[src/rtl/xdma_narrow_pkg.sv]
// Shared definitions for the xdma narrow-channel arbiter.
package xdma_narrow_pkg;

  typedef enum logic {IDLE, LOCKED} narrow_arb_state_e;

  localparam int FINISH = 0;
  localparam int GRANT  = 1;
  localparam int CFG    = 2;

endpackage

[src/rtl/find_first_one_idx.sv]
// Index of the highest set bit of a vector, plus an any-bit-set flag.
module find_first_one_idx #(
  parameter int N     = 3,
  parameter int IDX_W = $clog2(N)
) (
  input  logic [N-1:0]     vec,
  output logic [IDX_W-1:0] idx,
  output logic             any
);

  // Ascending scan: the last set bit seen (the highest index) wins.
  always_comb begin
    idx = '0;
    for (int i = 0; i < N; i++) begin
      if (vec[i]) idx = IDX_W'(i);
    end
  end

  assign any = |vec;

endmodule

[src/rtl/xdma_narrow_arbiter.sv]
// Fixed-priority (highest index) arbiter with transfer locking and a one-entry output slot.
module xdma_narrow_arbiter
  import xdma_narrow_pkg::*;
#(
  parameter int N      = 3,
  parameter int DATA_W = 64,
  parameter int IDX_W  = $clog2(N)
) (
  input  logic                       clk_i,
  input  logic                       rst_i,
  input  logic [N-1:0]               req_valid_i,
  input  logic [N-1:0]               req_last_i,
  input  logic [N-1:0][DATA_W-1:0]   req_data_i,
  output logic [N-1:0]               req_ready_o,
  output logic                       out_valid_o,
  input  logic                       out_ready_i,
  output logic [DATA_W-1:0]          out_data_o,
  output logic                       out_last_o,
  output logic [IDX_W-1:0]           out_idx_o,
  output logic                       busy_o
);

  if (N < 2) begin : g_bad_n
    $error("xdma_narrow_arbiter: N must be >= 2");
  end

  narrow_arb_state_e state_q, state_d;
  logic [IDX_W-1:0]  lock_idx_q, lock_idx_d;
  logic [IDX_W-1:0]  winner, sel_idx;
  logic              any_valid, sel_valid, slot_free, accept, sel_last;
  logic [N-1:0]      sel_onehot;

  find_first_one_idx #(.N(N), .IDX_W(IDX_W)) u_ffo (
    .vec (req_valid_i),
    .idx (winner),
    .any (any_valid)
  );

  assign slot_free  = !out_valid_o || out_ready_i;
  assign sel_idx    = (state_q == LOCKED) ? lock_idx_q : winner;
  assign sel_valid  = (state_q == LOCKED) ? req_valid_i[lock_idx_q] : any_valid;
  assign sel_onehot = {{(N-1){1'b0}}, 1'b1} << sel_idx;
  assign sel_last   = req_last_i[sel_idx];

  // A locked source that drops valid stalls the channel without releasing its grant.
  assign req_ready_o = sel_onehot & {N{slot_free && sel_valid && !rst_i}};
  assign accept      = |req_ready_o;

  always_comb begin
    state_d    = state_q;
    lock_idx_d = lock_idx_q;
    case (state_q)
      IDLE: begin
        if (accept && !sel_last) begin
          state_d    = LOCKED;
          lock_idx_d = winner;
        end
      end
      LOCKED: begin
        if (accept && sel_last) state_d = IDLE;
      end
      default: state_d = IDLE;
    endcase
  end

  always_ff @(posedge clk_i) begin
    if (rst_i) begin
      state_q    <= IDLE;
      lock_idx_q <= '0;
    end else begin
      state_q    <= state_d;
      lock_idx_q <= lock_idx_d;
    end
  end

  // Output slot: reload on accept, otherwise drain on downstream ready, otherwise hold.
  always_ff @(posedge clk_i) begin
    if (rst_i) begin
      out_valid_o <= 1'b0;
      out_data_o  <= '0;
      out_last_o  <= 1'b0;
      out_idx_o   <= '0;
    end else if (accept) begin
      out_valid_o <= 1'b1;
      out_data_o  <= req_data_i[sel_idx];
      out_last_o  <= sel_last;
      out_idx_o   <= sel_idx;
    end else if (out_ready_i) begin
      out_valid_o <= 1'b0;
    end
  end

  assign busy_o = (state_q == LOCKED) || out_valid_o;

endmodule
[config.mk]
export PLATFORM = sky130hd
export DESIGN_NAME = xdma_narrow_arbiter
export DESIGN_NICKNAME = d
export VERILOG_FILES = /design/src/rtl/xdma_narrow_pkg.sv /design/src/rtl/find_first_one_idx.sv /design/src/rtl/xdma_narrow_arbiter.sv
export SDC_FILE = /design/constraint.sdc
export NUM_CORES = 1
export LEC_CHECK = 0
export CORE_MARGIN = 1
export CORE_UTILIZATION = 32
export DETAILED_ROUTE_END_ITERATION = 8
export PLACE_DENSITY = 0.82
export REMOVE_ABC_BUFFERS = 1
export SYNTH_ARGS = -nofsm -noshare
export SYNTH_HDL_FRONTEND = slang
export SYNTH_HIERARCHICAL = 1
export SYNTH_SLANG_ARGS = --single-unit
[constraint.sdc]
create_clock -name clk_i -period 1.9 [get_ports clk_i]
set_clock_uncertainty 0.15 [all_clocks]
set_input_delay 0.38 -clock clk_i [delete_from_list [all_inputs] [get_ports clk_i]]
set_output_delay 0.38 -clock clk_i [all_outputs]
set_load 0.03 [all_outputs]
==> results of run 1 <==
[power by group]
group,internal (mW),switching [mW],total [mW],leakage (nW)
Sequential,1.67,0.114,1.79,0.588
Combinational,1.46,1.48,2.94,3.09
Clock,0.940,0.609,1.55,0.132
Total,4.07,2.20,6.27,3.81
[cell families after synthesis]
group	after synthesis
buffers and inverters	54
DFF	71
and+or+nand+nor	280
muxes	7
AOI/OAI and AO/OA	138
[placed cells by master, fill, tap and decap left out, types with 3 or more instances in the layout]
cell and count:
a211oi_2 42, a211oi_4 22, a21oi_1 64, a21oi_2 3, buf_12 15, buf_16 12, buf_2 3, buf_4 23
buf_6 7, clkbuf_16 15, clkdlybuf4s50_1 209, dfxtp_1 69, dlygate4sd2_1 17, dlymetal6s2s_1 38, mux2i_1 4, nand2_1 133
nor2_1 40, nor2_2 19, nor2_4 6, nor3_1 41, nor3_2 24
[path summary, 6_finish.rpt]
check                                      to  slack, ns  cells past startpoint
setup / recovery               req_ready_o[0]      -0.35                      6
hold / removal    out_data_o[11]$_SDFFE_PP0P_       0.34                      2
setup reg to reg   out_data_o[9]$_SDFFE_PP0P_      -0.17                      9
hold reg to reg   out_data_o[11]$_SDFFE_PP0P_       0.34                      2
[sequential cells by signal, indices dropped and copies added, names as in the netlist, named ones only]
signal	cells
out_last_o	1
out_idx_o	2
out_valid_o	1
lock_idx_q	2
out_data_o	64
[area by class of cell]
class	count	area [sq um]	area share
repair buffers	333	3799	0.4406
multi-input cells	425	2913	0.3379
flip-flops and latches	71	1426	0.1655
clock buffers	13	260.3	0.03019
well taps	168	210.2	0.02438
inverters	2	7.507	0.0008708
clock inverters	1	5.005	0.0005806
[cell usage after synthesis (2+ instances only)]
cell type	instances
inv_1	2
a211oi_1	49
nand2_1	134
buf_4	3
buf_2	10
nor2_1	65
nand2b_1	3
nor3b_1	2
dfxtp_1	71
or2_2	2
nor3_1	50
mux2i_1	5
nor3_2	16
buf_6	8
a21oi_1	67
buf_1	4
a211oi_2	15
clkbuf_1	27
[timing repair]
action                                  in CTS  in global routing
gates resized for setup                    126                104
pin swaps                                   57                 50
hold endpoints to repair                     0                  0
hold buffers                                 0                  0
setup buffers                               11                  7
endpoints found under the setup margin      85                108
cloned                                      13                  7
[worst register-to-register path, cell delays in order (launching register included)]
cell	delay, ns
dfxtp_4	0.38
buf_6	0.12
nand2b_4	0.05
o211ai_1	0.26
buf_4	0.19
nand3_4	0.16
buf_12	0.21
buf_16	0.15
a211oi_2	0.17
nor3_1	0.08
[stage by stage]
step                      total power [mW]  setup WS (ns)  TNS (ns)
after global routing                 6.575        -0.4540    -15.57
final                                6.274        -0.3517    -8.122
after global placement               3.990        -0.5748    -35.36
after CTS                            6.054        -0.3292    -3.709
after floorplan                      2.892         -4.064   -228.55
after detailed placement             4.025        -0.6234    -38.73
[layer usage]
layer,track usage,wire length [um],vias to the layer above
li1,-,-,2470
met1,0.2908,7083,2411
met2,0.4870,9332,222
met3,0.06642,1312,27
met4,0.08947,353,0
met5,0,0,-
==> impl_metrics.py, run 1 <==
metrics = {
    "run_status": {
        "status": "finished, violations left",
        "violations": "negative setup slack",
    },
    "setup_path": {
        "start_kind": "register",
        "end_kind": "output pin",
        "cpPeakStageDelay_ns": 0.38,
        "arrival_ns": 1.72,
        "cp.required_ns": 1.37,
        "cp_max_fo": 5,
        "crit_type": "register to output pin",
        "path_buf_inv": 2,
        "path_delay_family": "simple AND/OR/NAND/NOR gates",
        "slowest_stage": "dfxtp_4",
        "crit_path_cell_trace": "buf_6 > nand2b_4 > o211ai_1 > nand2_2 > nor4_2 > buf_4",
    },
    "die": {
        "io_pins": 273,
        "coreArea_sq_um": 12110,
        "fp.dieH_um": 113.7,
        "die-area_sq_um": 12930,
        "die_w_um": 113.7,
        "start_util": 0.3296,
        "rows": 40,
    },
    "pwr": {
        "cellLeakagePower_nw": 3.813,
        "power_density_nw_per_um2": 727.8,
        "peakVddDrop_mv": 0.3824,
    },
    "cts": {
        "clock_sinks": 71,
        "cts_max_level": 3,
        "cts_made_buffers": 9,
        "clock_latency_ns": 0.32,
        "clk_pin_slew_ns": 0.05,
        "cts_buffer_depth": 2,
        "cts_tree": "built",
        "root_buffer": "clkbuf_16",
    },
    "placement": {
        "placed_area_sq_um": 6944,
        "io_buffers": 272,
        "placed_cells": 966,
        "dp_hpwl_um": 10760,
        "place_congestion": 0.7952,
    },
    "layout": {
        "area_growth_pct": 115.9,
        "drive_gt1_frac": 0.2544,
        "nNetsFinal": 1043,
        "fin_util": 0.7118,
        "diodes": 0,
        "design_area_sq_um": 8621,
        "stdcell_count": 1013,
        "fillers": 935,
    },
    "synth": {
        "ys_ff_latch": 71,
        "yosysWarnings": 6,
        "syn-cell-area_sq_um": 3993,
        "synthArstFlopShare": 0,
        "synth_fa_ha_area_frac": 0,
        "synth_top_cell_by_area": "dfxtp_1",
        "synth_compound_area_frac": 0.2375,
        "synthTopCellsByArea": "dfxtp_1 36%, nand2_1 13%, a211oi_1 9.2%",
        "synth_ff_type": "dfxtp_1",
        "synth_edf_count": 0,
        "synth_xor_area_frac": 0,
        "syn_avg_cell_area_sq_um": 7.259,
        "syn_inst": 550,
        "muxShareOfSynthArea": 0.01912,
        "yosys.area.top_type_share": 0.3560,
        "synth_top_family_by_area": "simple AND/OR/NAND/NOR gates",
        "synth.distinct_cells": 35,
        "yosysSeqAreaShare": 0.3560,
        "synth_simple_gate_area_share": 0.3156,
    },
    "sta": {
        "holdWs_ns": 0.3381,
        "grt_setup_unrepaired": "true",
        "worst_slack_ns": -0.3517,
        "period_needed_ns": 2.252,
        "period_share": 1.185,
        "fmaxAchievable_ghz": 0.4441,
        "hold_viol": 0,
        "setup_viol": 71,
        "slew_headroom": 0.6117,
        "report.final.slew_viol_count": 0,
        "tightest_slew_ns": 0.5825,
    },
    "drt": {
        "drt_iter0_drc": 197,
        "drc": 0,
        "viasPerCell": 5.064,
        "postRouteAntennaNets": 0,
        "wirelength_um": 18080,
        "routedWlPerCell_um": 17.85,
        "dr_total_vias": 5130,
        "drt_pre_antenna_iters": 5,
    },
    "worst_hold_path": {
        "min_from": "out_data_o[11]$_SDFFE_PP0P_",
        "hold_class": "register to register",
    },
    "grt": {
        "gr-total-overflow": 0,
        "antenna_found_initial": 0,
        "grt_pass1_wl_um": 26240,
        "first_global_vias": 5141,
        "grt_usage": 0.2631,
        "grt_max_degree": 43,
    },
    "flow_run": {
        "maxCapViolations": 0,
    },
}
Note: power is estimated with default switching activity, not from simulation.
==> run 2, diff against run 1 <==
CORE_ASPECT_RATIO = 1.2   (was unset)
==> run 2 against run 1 <==
The flow still finishes with violations (negative setup slack). Setup slack lost 0.046 ns. Combinational power is essentially flat. Sequential power is essentially flat. Wire length grew 5.5%. Critical path type unchanged. First-iteration DRC count grew 6.6%. Hold slack lost 0.0029 ns. Largest cell class unchanged.
==> impl_metrics.py, run 2 (synthesized netlist as in run 1, its figures left out) <==
metrics = {
    "cts": {
        "root_buffer": "clkbuf_16",
        "clock_sinks": 71,
        "cts_max_level": 3,
        "cts_tree": "built",
        "cts_made_buffers": 9,
        "clk_pin_slew_ns": 0.06,
        "cts_buffer_depth": 2,
        "clock_latency_ns": 0.33,
    },
    "layout": {
        "drive_gt1_frac": 0.2503,
        "reg.largest.list": "out_data_o x64, lock_idx_q x2, out_idx_o x2",
        "fillers": 889,
        "stdcell_count": 1016,
        "area_growth_pct": 116.5,
        "nNetsFinal": 1051,
        "fin_util": 0.7138,
        "mostFrequentLayoutCells": "215 x clkdlybuf4s50_1, 128 x nand2_1, 69 x dfxtp_1",
        "diodes": 0,
        "layout_commonest_cell": "clkdlybuf4s50_1",
        "design_area_sq_um": 8646,
        "largest_register": "out_data_o",
        "largest_reg_flops": 64,
    },
    "setup_path": {
        "crit_type": "register to output pin",
        "end_kind": "output pin",
        "arrival_ns": 1.77,
        "cp.required_ns": 1.37,
        "start_kind": "register",
        "cp_max_fo": 5,
    },
    "sta": {
        "setup_viol": 74,
        "report.final.slew_viol_count": 0,
        "fmaxAchievable_ghz": 0.4351,
        "slew_headroom": 0.7160,
        "grt_setup_unrepaired": "true",
        "tightest_slew_ns": 0.4277,
        "hold_viol": 0,
        "period_needed_ns": 2.298,
        "worst_slack_ns": -0.3981,
        "period_share": 1.210,
    },
    "grt": {
        "grt_max_degree": 63,
        "first_global_vias": 5359,
        "grt_pass1_wl_um": 27980,
        "grt_usage": 0.2764,
        "antenna_found_initial": 0,
        "gr-total-overflow": 0,
    },
    "drt": {
        "drc": 0,
        "wirelength_um": 19070,
        "dr_total_vias": 5290,
        "postRouteAntennaNets": 0,
        "routedWlPerCell_um": 18.77,
        "drt_iter0_drc": 210,
        "viasPerCell": 5.207,
        "drt_pre_antenna_iters": 4,
    },
    "pwr": {
        "cellLeakagePower_nw": 3.796,
        "peakVddDrop_mv": 0.4084,
        "power_density_nw_per_um2": 766.3,
    },
    "placement": {
        "dp_hpwl_um": 10840,
        "placed_area_sq_um": 6988,
        "dp_slack_ns": -0.6010,
        "placed_cells": 961,
        "place_congestion": 0.9239,
        "io_buffers": 272,
    },
    "worst_hold_path": {
        "min_from": "out_data_o[24]$_SDFFE_PP0P_",
        "hold_class": "register to register",
    },
    "die": {
        "io_pins": 273,
        "fp.dieH_um": 124.4,
        "rows": 44,
        "start_util": 0.3296,
        "coreArea_sq_um": 12110,
        "die-area_sq_um": 12930,
        "die_w_um": 104.0,
    },
    "flow_run": {
        "maxCapViolations": 0,
    },
    "run_status": {
        "status": "finished, violations left",
        "violations": "negative setup slack",
    },
}
==> run 2: metrics by stage <==
step                      power (mW)  hold slack, ns  setup TNS, ns
after floorplan                2.892          0.2991        -228.55
after global placement         4.019          0.3249         -37.59
after detailed placement       4.045          0.3167         -39.09
after CTS                      6.481          0.3331         -8.594
after global routing           6.922          0.3588         -15.85
final                          6.625          0.3352         -10.73
==> run 2: path summary, 6_finish.rpt <==
| check | to | slack, ns | depth (start not counted) |
|---|---|---|---|
| worst max-delay path | req_ready_o[1] | -0.40 | 7 |
| worst min-delay path | out_data_o[24]$_SDFFE_PP0P_ | 0.34 | 2 |
| worst max register to register | out_data_o[6]$_SDFFE_PP0P_ | -0.24 | 9 |
| worst min register to register | out_data_o[24]$_SDFFE_PP0P_ | 0.34 | 2 |
==> run 2: cell type report <==
type                       instances  area [sq um]  share of cell area
multi-input combinational        425          2811              0.3252
timing repair buffer             341          3866              0.4472
inverter                           2         7.507           0.0008683
clock inverter                     4         76.32            0.008828
sequential                        71          1426              0.1650
tap                              161         201.4             0.02330
clock buffer                      12         256.5             0.02967
==> run 2: timing repair <==
item	in CTS	in global routing
gates cloned	14	1
buffers inserted	22	6
gates resized for setup	110	96
hold buffers	0	0
pin swaps	77	24
endpoints found under the setup margin	85	107
==> run 2: layer usage <==
metal / share of wire / global-route usage / vias to the layer above
li1: - / - / 2503
met2: 0.51 / 0.4945 / 230
met1: 0.40 / 0.3150 / 2506
met5: 0 / 0 / -
met3: 0.062 / 0.05808 / 51
met4: 0.035 / 0.1176 / 0
==> run 2: worst max-delay path, stage by stage, from the launching register on <==
cell	delay (ns)
dfxtp_4	0.35
buf_6	0.12
nand2b_4	0.05
o211ai_1	0.26
nand2_2	0.17
buf_6	0.15
nor3b_2	0.15
buf_4	0.18
==> run 2: power by group <==
part	total (mW)	switching (mW)	leakage, nW	internal (mW)
clock network	1.88	0.655	0.159	1.23
registers	1.77	0.0996	0.588	1.67
logic	2.97	1.48	3.05	1.49
==> run 3, diff against run 2 <==
CAP_MARGIN = 40   (was unset)
==> results of run 3 <==
No change in the layout: final DEF, timing and power equal those of run 2.
